**config.mk**
```make
export PLATFORM = sky130hd
export DESIGN_NAME = exe_stage
export DESIGN_NICKNAME = d
export VERILOG_FILES = /design/src/rtl/exe_stage.sv
export SDC_FILE = /design/constraint.sdc
export NUM_CORES = 2
export LEC_CHECK = 0
export BUFFER_PORTS_ARGS = -buffer_cell sky130_fd_sc_hd__buf_2
export CAP_MARGIN = 20
export CORE_MARGIN = 2
export CORE_UTILIZATION = 25
export CTS_CLUSTER_DIAMETER = 50
export DETAILED_ROUTE_END_ITERATION = 10
export GPL_TIMING_DRIVEN = 1
export PLACE_DENSITY_LB_ADDON = 0.08
export SLEW_MARGIN = 5
export SYNTH_ARGS = -nofsm -noshare
export SYNTH_HDL_FRONTEND = slang
export SYNTH_SLANG_ARGS = --single-unit
```
**constraint.sdc**
```tcl
create_clock -name clk -period 8.6 [get_ports clk]
set_input_delay 0.43 -clock clk [delete_from_list [all_inputs] [get_ports clk]]
set_output_delay 0.43 -clock clk [all_outputs]
set_load 0.01 [all_outputs]
```
**src/rtl/exe_stage.sv**
```systemverilog
// Execute stage: latches the decode bundle, runs ALU / multiply / iterative divide,
// and issues the data-SRAM request for loads and stores.
module exe_stage (
  input  logic         clk,
  input  logic         reset,
  input  logic         ms_allowin,
  output logic         es_allowin,
  input  logic         ds_to_es_valid,
  input  logic [159:0] ds_to_es_bus,
  output logic         es_to_ms_valid,
  output logic [70:0]  es_to_ms_bus,
  output logic         out_es_valid,
  output logic         data_sram_en,
  output logic [3:0]   data_sram_we,
  output logic [31:0]  data_sram_addr,
  output logic [31:0]  data_sram_wdata
);

  typedef enum logic [1:0] {StIdle, StBusy, StDone} div_state_e;

  logic         es_valid_q;
  logic [159:0] es_bus_q;
  logic         es_ready_go;

  // Bundle fields
  logic [11:0] alu_op;
  logic        src1_is_pc, src2_is_imm, gr_we, res_from_mem;
  logic [31:0] pc, rj_value, imm, rkd_value;
  logic [4:0]  dest;
  logic [3:0]  mem_we;
  logic [6:0]  divmul_op;

  assign {alu_op, src1_is_pc, pc, rj_value, src2_is_imm, imm, rkd_value,
          gr_we, dest, res_from_mem, mem_we, divmul_op} = es_bus_q;

  logic mul_w, mulh_w, mulh_wu, div_w, mod_w, div_wu, mod_wu;
  assign {mul_w, mulh_w, mulh_wu, div_w, mod_w, div_wu, mod_wu} = divmul_op;

  logic is_div, is_mul, div_signed;
  assign is_div     = |divmul_op[3:0];
  assign is_mul     = mul_w | mulh_w | mulh_wu;
  assign div_signed = div_w | mod_w;

  logic [31:0] src1, src2;
  assign src1 = src1_is_pc  ? pc  : rj_value;
  assign src2 = src2_is_imm ? imm : rkd_value;

  // Handshake
  assign es_allowin     = !es_valid_q || (es_ready_go && ms_allowin);
  assign es_to_ms_valid = es_valid_q && es_ready_go;
  assign out_es_valid   = es_valid_q;

  // Stage valid and bundle register
  always_ff @(posedge clk) begin
    if (reset) begin
      es_valid_q <= 1'b0;
      es_bus_q   <= '0;
    end else begin
      if (es_allowin) es_valid_q <= ds_to_es_valid;
      if (ds_to_es_valid && es_allowin) es_bus_q <= ds_to_es_bus;
    end
  end

  // ALU: one-hot op select, results OR-combined
  logic [31:0] alu_result;
  always_comb begin
    alu_result = '0;
    if (alu_op[0])  alu_result |= src1 + src2;
    if (alu_op[1])  alu_result |= src1 - src2;
    if (alu_op[2])  alu_result |= {31'b0, $signed(src1) < $signed(src2)};
    if (alu_op[3])  alu_result |= {31'b0, src1 < src2};
    if (alu_op[4])  alu_result |= src1 & src2;
    if (alu_op[5])  alu_result |= ~(src1 | src2);
    if (alu_op[6])  alu_result |= src1 | src2;
    if (alu_op[7])  alu_result |= src1 ^ src2;
    if (alu_op[8])  alu_result |= src1 << src2[4:0];
    if (alu_op[9])  alu_result |= src1 >> src2[4:0];
    if (alu_op[10]) alu_result |= $unsigned($signed(src1) >>> src2[4:0]);
    if (alu_op[11]) alu_result |= src2;
  end

  // Multiply: operands extended to 64 bits so the low 64 product bits are exact
  logic        mul_sext;
  logic [63:0] mul_a, mul_b, mul_prod;
  logic [31:0] mul_result;
  assign mul_sext   = !mulh_wu;
  assign mul_a      = {{32{mul_sext & src1[31]}}, src1};
  assign mul_b      = {{32{mul_sext & src2[31]}}, src2};
  assign mul_prod   = mul_a * mul_b;
  assign mul_result = mul_w ? mul_prod[31:0] : mul_prod[63:32];

  // Divider state
  div_state_e  state_q, state_d;
  logic [4:0]  count_q, count_d;
  logic [31:0] rem_q, rem_d, quo_q, quo_d, dvs_q, dvs_d;
  logic        q_neg_q, q_neg_d, r_neg_q, r_neg_d, dvz_q, dvz_d;

  logic        dividend_neg, divisor_neg;
  logic [31:0] abs_a, abs_b;
  assign dividend_neg = div_signed & src1[31];
  assign divisor_neg  = div_signed & src2[31];
  assign abs_a        = dividend_neg ? -src1 : src1;
  assign abs_b        = divisor_neg  ? -src2 : src2;

  // One restoring step: dividend bits shift out of quo_q as quotient bits shift in
  logic [32:0] rem_shift;
  logic        step_ge;
  assign rem_shift = {rem_q, quo_q[31]};
  assign step_ge   = rem_shift >= {1'b0, dvs_q};

  // Divider next-state
  always_comb begin
    state_d = state_q;
    count_d = count_q;
    rem_d   = rem_q;
    quo_d   = quo_q;
    dvs_d   = dvs_q;
    q_neg_d = q_neg_q;
    r_neg_d = r_neg_q;
    dvz_d   = dvz_q;
    unique case (state_q)
      StIdle: begin
        if (es_valid_q && is_div) begin
          state_d = StBusy;
          count_d = 5'd0;
          rem_d   = '0;
          quo_d   = abs_a;
          dvs_d   = abs_b;
          q_neg_d = dividend_neg ^ divisor_neg;
          r_neg_d = dividend_neg;
          dvz_d   = (src2 == 32'd0);
        end
      end
      StBusy: begin
        rem_d   = step_ge ? (rem_shift[31:0] - dvs_q) : rem_shift[31:0];
        quo_d   = {quo_q[30:0], step_ge};
        count_d = count_q + 5'd1;
        if (count_q == 5'd31) state_d = StDone;
      end
      StDone: begin
        if (ms_allowin) state_d = StIdle;
      end
      default: state_d = StIdle;
    endcase
  end

  // Divider registers; reset aborts any division in flight
  always_ff @(posedge clk) begin
    if (reset) begin
      state_q <= StIdle;
      count_q <= '0;
      rem_q   <= '0;
      quo_q   <= '0;
      dvs_q   <= '0;
      q_neg_q <= 1'b0;
      r_neg_q <= 1'b0;
      dvz_q   <= 1'b0;
    end else begin
      state_q <= state_d;
      count_q <= count_d;
      rem_q   <= rem_d;
      quo_q   <= quo_d;
      dvs_q   <= dvs_d;
      q_neg_q <= q_neg_d;
      r_neg_q <= r_neg_d;
      dvz_q   <= dvz_d;
    end
  end

  assign es_ready_go = !is_div || (state_q == StDone);

  // Divide by zero forces an all-ones quotient; the remainder is already the dividend
  logic [31:0] quotient, remainder, div_result, result;
  assign quotient   = dvz_q ? 32'hFFFF_FFFF : (q_neg_q ? -quo_q : quo_q);
  assign remainder  = r_neg_q ? -rem_q : rem_q;
  assign div_result = (div_w | div_wu) ? quotient : remainder;
  assign result     = is_div ? div_result : (is_mul ? mul_result : alu_result);

  assign es_to_ms_bus = {res_from_mem, gr_we, dest, result, pc};

  // Memory request
  assign data_sram_addr = alu_result;
  assign data_sram_en   = es_valid_q && (res_from_mem || (mem_we != 4'b0));
  assign data_sram_we   = (mem_we << alu_result[1:0]) & {4{es_valid_q}};

  // Replicate narrow store data across the word so byte strobes pick the right lane
  always_comb begin
    data_sram_wdata = rkd_value;
    case (mem_we)
      4'b0001: data_sram_wdata = {4{rkd_value[7:0]}};
      4'b0011: data_sram_wdata = {2{rkd_value[15:0]}};
      default: data_sram_wdata = rkd_value;
    endcase
  end

endmodule
```
# Word level (Yosys, flattened, before mapping)

Cells that the tools add are included.

Add/sub/neg operators: 8
$mul: 1
Div/mod/pow operators: 0
Magnitude comparators: 3
Equal/unequal tests: 8
Shift-type cells: 4
Mux-type cells: 35
Bitwise gates (word level): 25
Reductions and logical operators: 19

Operators with widths:

| cell                                                           | number |
|---|---|
| 32-bit 2-to-1 mux                                              | 26 |
| 32-bit OR                                                      | 10 |
| 32-bit case mux with 2 select lines                            | 3 |
| 32-bit negation                                                | 4 |
| 32-bit < comparator                                            | 2 |
| 33-bit by 33-bit multiplier with 64-bit output                 | 1 |
| 32-bit by 1-bit OR with 32-bit output                          | 2 |
| 32-bit subtractor                                              | 2 |
| 33-bit by 32-bit >= comparator with 1-bit output               | 1 |
| 32-bit adder                                                   | 1 |
| 32-bit AND                                                     | 1 |
| 32-bit zero test                                               | 1 |
| 32-bit NOT                                                     | 1 |
| 32-bit by 5-bit left shift with 32-bit output                  | 1 |
| 32-bit by 5-bit >> shifter with 32-bit output                  | 1 |
| 32-bit by 5-bit >>> shifter with 32-bit output                 | 1 |
| 32-bit XOR                                                     | 1 |
| 5-bit case mux with 2 select lines                             | 1 |
| 2-bit 2-to-1 mux                                               | 3 |
| 2-bit != test (second input constant)                          | 3 |
| 2-bit case mux with 3 select lines                             | 1 |
| 5-bit by 1-bit adder with 5-bit output (second input constant) | 1 |
| 5-bit equality test (second input constant)                    | 1 |
| 1-bit logical AND                                              | 5 |
| other kinds (18)                                               | 29 |

Register bits: 267
Latch bits: 0
Memory bits (writable): 0
Bits in read-only memories: 0
Input bits: 164
Output and inout port bits: 143
Logic and storage cells: 113
Memories: 0

# Longest topological paths before layout

Word-level depth: 27
Depth in mapped cells: 35
Mapped depth without buffers: 30

# Least setup slack after synthesis

Ideal clock, no wire load.

Path kind: register to output
Start: register es_bus_q[82]
End: output port es_to_ms_bus[63]
Data arrival time: 8,998 ps
Data required time: 8,170 ps
Path slack: -828 ps
Cell stages (with the launch flop): 35
Buffers on the path: 7
Cell sequence: dfxtp_1 > buf_6 > mux2i_2 > inv_1 > buf_2 > buf_1 > clkbuf_1 > buf_1 > clkbuf_1 > nand2_1 > fa_1 > fa_1 > inv_1 > fa_1 > inv_1 > fa_1 > inv_1 > fa_1 > fa_1 > fa_1 > inv_1 > fa_1 > inv_1 > ha_1 > buf_2 > a21oi_1 > o21ba_2 > nor4_2 > a2111oi_2 > o41a_1 > a2111oi_2 > nor2_1 > o21a_1 > o31a_1 > o211ai_1

Word-level cells in the longest chain between the ends: 27
Elaborated cells between the ends (all ways): 38
Those cells by class: add/sub (2); mul (1); shift (3); mux (16); bitwise (16)

Ends and longest elaborated chain:

| element                               | line | RTL |
|---|---|---|
| from (decl)                           | 22   | `logic [159:0] es_bus_q;` |
| from (signal assigned)                | 60   | `if (ds_to_es_valid && es_allowin) es_bus_q <= ds_to_es_bus;` |
| 32-bit 2-to-1 mux (*)                 | 46   | `assign src2 = src2_is_imm ? imm : rkd_value;` |
| 32-bit adder                          | 68   | `if (alu_op[0]) alu_result \|= src1 + src2;` |
| 32-bit 2-to-1 mux                     | 68   |  |
| 32-bit OR                             | 69   | `if (alu_op[1]) alu_result \|= src1 - src2;` |
| 32-bit 2-to-1 mux                     | 69   |  |
| 32-bit by 1-bit OR with 32-bit output | 70   | `if (alu_op[2]) alu_result \|= {31'b0, $signed(src1) < $signed(src2)};` |
| 32-bit 2-to-1 mux                     | 70   |  |
| 32-bit by 1-bit OR with 32-bit output | 71   | `if (alu_op[3]) alu_result \|= {31'b0, src1 < src2};` |
| (+10 left out)                        | n/a  |  |
| 32-bit 2-to-1 mux                     | 76   | `if (alu_op[8]) alu_result \|= src1 << src2[4:0];` |
| 32-bit OR                             | 77   | `if (alu_op[9]) alu_result \|= src1 >> src2[4:0];` |
| 32-bit 2-to-1 mux                     | 77   |  |
| 32-bit OR                             | 78   | `if (alu_op[10]) alu_result \|= $unsigned($signed(src1) >>> src2[4:0]);` |
| 32-bit 2-to-1 mux                     | 78   |  |
| 32-bit OR                             | 79   | `if (alu_op[11]) alu_result \|= src2;` |
| 32-bit 2-to-1 mux                     | 79   |  |
| 32-bit 2-to-1 mux (*) (2 in a row)    | 177  | `assign result = is_div ? div_result : (is_mul ? mul_result : alu_result);` |
| to (decl)                             | 11   | `output logic [70:0] es_to_ms_bus,` |

Mark *: on every way between the ends. The rest lies on a longest branch, timed or not.

# Final worst setup path

Start: register es_bus_q[82]
End: output port es_to_ms_bus[53]

Same word-level chain as after synthesis.

==> results_dict.tcl <==
set metrics [dict create \
    row_count 184 \
    ys_types 106 \
    endpoint "es_to_ms_bus[53]" \
    met1_usage_pct 37.2 \
    worst_pin_slew_ns 1.18 \
    final_core_util_pct 32.0 \
    endpoint_kind "primary output" \
    fin_skew_ns 0.0344 \
    cp_common_cell "fa_1" \
    cp_max_fo 5 \
    max-clock-path-buffers 3 \
    tritoncts "done" \
    worstReg2RegStart "es_bus_q[82]" \
    die_height_um 505 \
    holdWs_ns 0.0666 \
    fin_area_mm2 0.0803 \
    drt_iter0_drc 4811 \
    syn_area_mm2 0.0629 \
    worstSetupStartpointType "flop" \
    numCtsBuffers 37 \
    start_util_pct 25.1 \
    area_growth_pct 27.7 \
    cp-startpoint "es_bus_q[82]" \
    p_leak_uw 0.0365 \
    grt_max_degree 133 \
    die_w_um 505 \
    worstHoldPathType "in -> reg" \
    drc 0 \
    cts_root_buffer "clkbuf_16" \
    clk_pin_slew_ns 0.06 \
    cts.sinks 267 \
    grt_util_met3_pct 2.08 \
    rsz0062_at_grt "yes" \
    synth-seq-area-share_pct 8.50 \
    drt_pass1_iterations 6 \
    r2r_cells 14 \
    final_common_cell "nand2_1" \
    place_area_mm2 0.0758 \
    synth-simple-area-share_pct 16.2 \
    grt_pass1_wl_um 501000 \
    via_count 59800 \
    drt-total-wl_um 354000 \
    relSlewSlack_pct 21.3 \
    r2r_setup_slack_ns 3.79 \
    synth_flop_cell "dfxtp_1" \
    cts_hold_buf 0 \
    setup_violations 32 \
    crit_arrival_ns 9.55 \
    nNetsFinal 10300 \
    vdd_drop_max_mv 0.365 \
    grt.total_usage_pct 27.5 \
    final_cell_mix "nand2_1, inv_1, fa_1, buf_4, nor2_1" \
    required_ns 8.17 \
    maxSlewViolCount 0 \
    synthArstFlopShare_pct 0 \
    grt-busiest-layer "met2" \
    pre_cts_slack_ns -1.82 \
    synthCells 7777 \
    fin_cells 12100 \
    worstHoldStart "ds_to_es_bus[150]" \
    max_freq_mhz 100 \
    violations "negative setup slack" \
    synth-seq-cells 267 \
    synthMuxAreaShare_pct 4.63 \
    path_class "reg -> out" \
    r2r_end "dvs_q[26]" \
    core-area_mm2 0.251 \
    ys_warn_count 0 \
    gr-total-overflow 0 \
    h-tree-depth 2 \
    synth-xor-area-share_pct 3.22 \
    grtUsageMet2_pct 45.3 \
    fin_crit_sh_pct 116 \
    synth_edf_count 0 \
    hold_viol_final 0 \
    synthAdderAreaFrac_pct 42.8 \
    first_global_vias 62900 \
    synth_area_per_cell_um2 8.08 \
    synth_compound_area_share_pct 13.3 \
    hpwl_um 300000 \
    syn_nets 9416 \
    antenna_found_initial 27 \
    cpPeakStageDelay_ns 0.68 \
    setup_ws_ns -1.38 \
    status "complete, but fails checks" \
    dp_cells 11900 \
    globalplace.congestion 0.999 \
    ant_nets 0 \
    io_pins 307 \
    cap_viol_max_count 0 \
    die_area_mm2 0.255 \
    routedWlPerCell_um 29.3 \
    viasPerCell 4.96 \
    cp_slowest_cell "fa_2" \
    synth_top_family_by_area "adder cells" \
    fin_crit_ns 9.98 \
    portBuffers 306 \
    drive_gt1_share_pct 22.4 \
    power_density_mw_per_mm2 191 \
    clock_latency_ns 0.60 \
    fillers 26700 \
]
[worst max-delay path: cells and delay by family, from the launching register on]
kind	cells	cell delay [ns]
multiplexers	1	0.19
AND/OR/NAND/NOR	5	0.85
XOR/XNOR	1	0.14
AO/OA/AOI/OAI	4	1.27
adder cells (fa/ha/maj)	9	4.52
flip-flops	1	0.36
buffers and inverters	13	1.62
[power breakdown]
group	leakage, uW	switching, uW	internal, uW
sequential	0.00218	191	1340
combinational	0.0337	7500	4760
clock	0.000565	693	847
[cells by family (layout without fill, tap and decap cells)]
family	Yosys count	count (layout)
compound gates	1287	1287
xor+xnor	231	231
fa+ha+maj	1475	1475
buf+inv	1802	2734
flops	267	267
mux	266	266
other cells	0	4
simple gates	2449	2449
[how the worst min path moves through the flow]
stage,to,depth (start not counted)
2_1_floorplan,dvs_q[26],2
3_3_place_gp,es_bus_q[14],2
3_5_place_dp,dvs_q[1],2
4_1_cts,es_bus_q[150],3
5_1_grt,es_bus_q[150],3
6_report,es_bus_q[150],3
[state kept, by name, indices dropped and copies added, names as in the netlist]
register,cells
rem_q,32
q_neg_q,1
es_bus_q,160
dvz_q,1
r_neg_q,1
out_es_valid,1
count_q,5
dvs_q,32
state_q,2
quo_q,32
[per-stage QoR]
step	total power, uW	setup TNS (ns)
2_1_floorplan	7520	-0.806
3_3_place_gp	12800	-44.51
3_5_place_dp	12800	-44.69
4_1_cts	15200	-38.85
5_1_grt	16300	-44.38
6_report	15300	-36.76
[routing by layer]
metal  share of wire (%)  wire length, um  vias up
met4                 4.9            17400       12
met5               0.025               90        -
met3                 4.2            14900      373
li1                    -                -    26500
met2                  46           165000     1868
met1                  44           157000    31100
[synthesized netlist by cell type (all sizes together) (25+ instances only)]
master	count	area [um2]
nor2	564	2120
mux2i	228	2450
nor4	27	181
a221oi	34	340
nand4	34	213
o211ai	58	450
and3	26	163
o31ai	41	318
nand2b	33	206
nand3	95	480
or3	41	262
inv	1262	4740
o22ai	25	156
a21o	45	338
nor3	71	383
a22oi	64	480
nor2b	26	163
ha	347	4340
o21ai	247	1240
xor2	60	526
a21oi	450	2260
dfxtp	267	5350
a211oi	48	370
a31oi	37	231
xnor2	171	1500
mux2	36	417
fa	1128	22600
buf	179	1020
clkbuf	351	1320
nand2	1461	5490
[what timing repair did]
item | CTS | global route
resized for setup | 456 | 105
endpoints found under the setup margin | 32 | 32
setup buffers | 85 | 18
gates cloned | 1 | 0
pin swaps | 163 | 70
[final cells by class]
class                   count  area [um2]  share of cell area, %
diodes                      4        10.0                 0.0125
clock buffers              45         996                   1.24
clock inverters            21         178                  0.221
inverters                1272        4860                   6.05
multi-input cells        5708       52700                   65.7
flip-flops and latches    267        5350                   6.67
well taps                3348        4190                   5.22
repair buffers           1396       12000                   14.9
(Power assumes the default switching activity.)
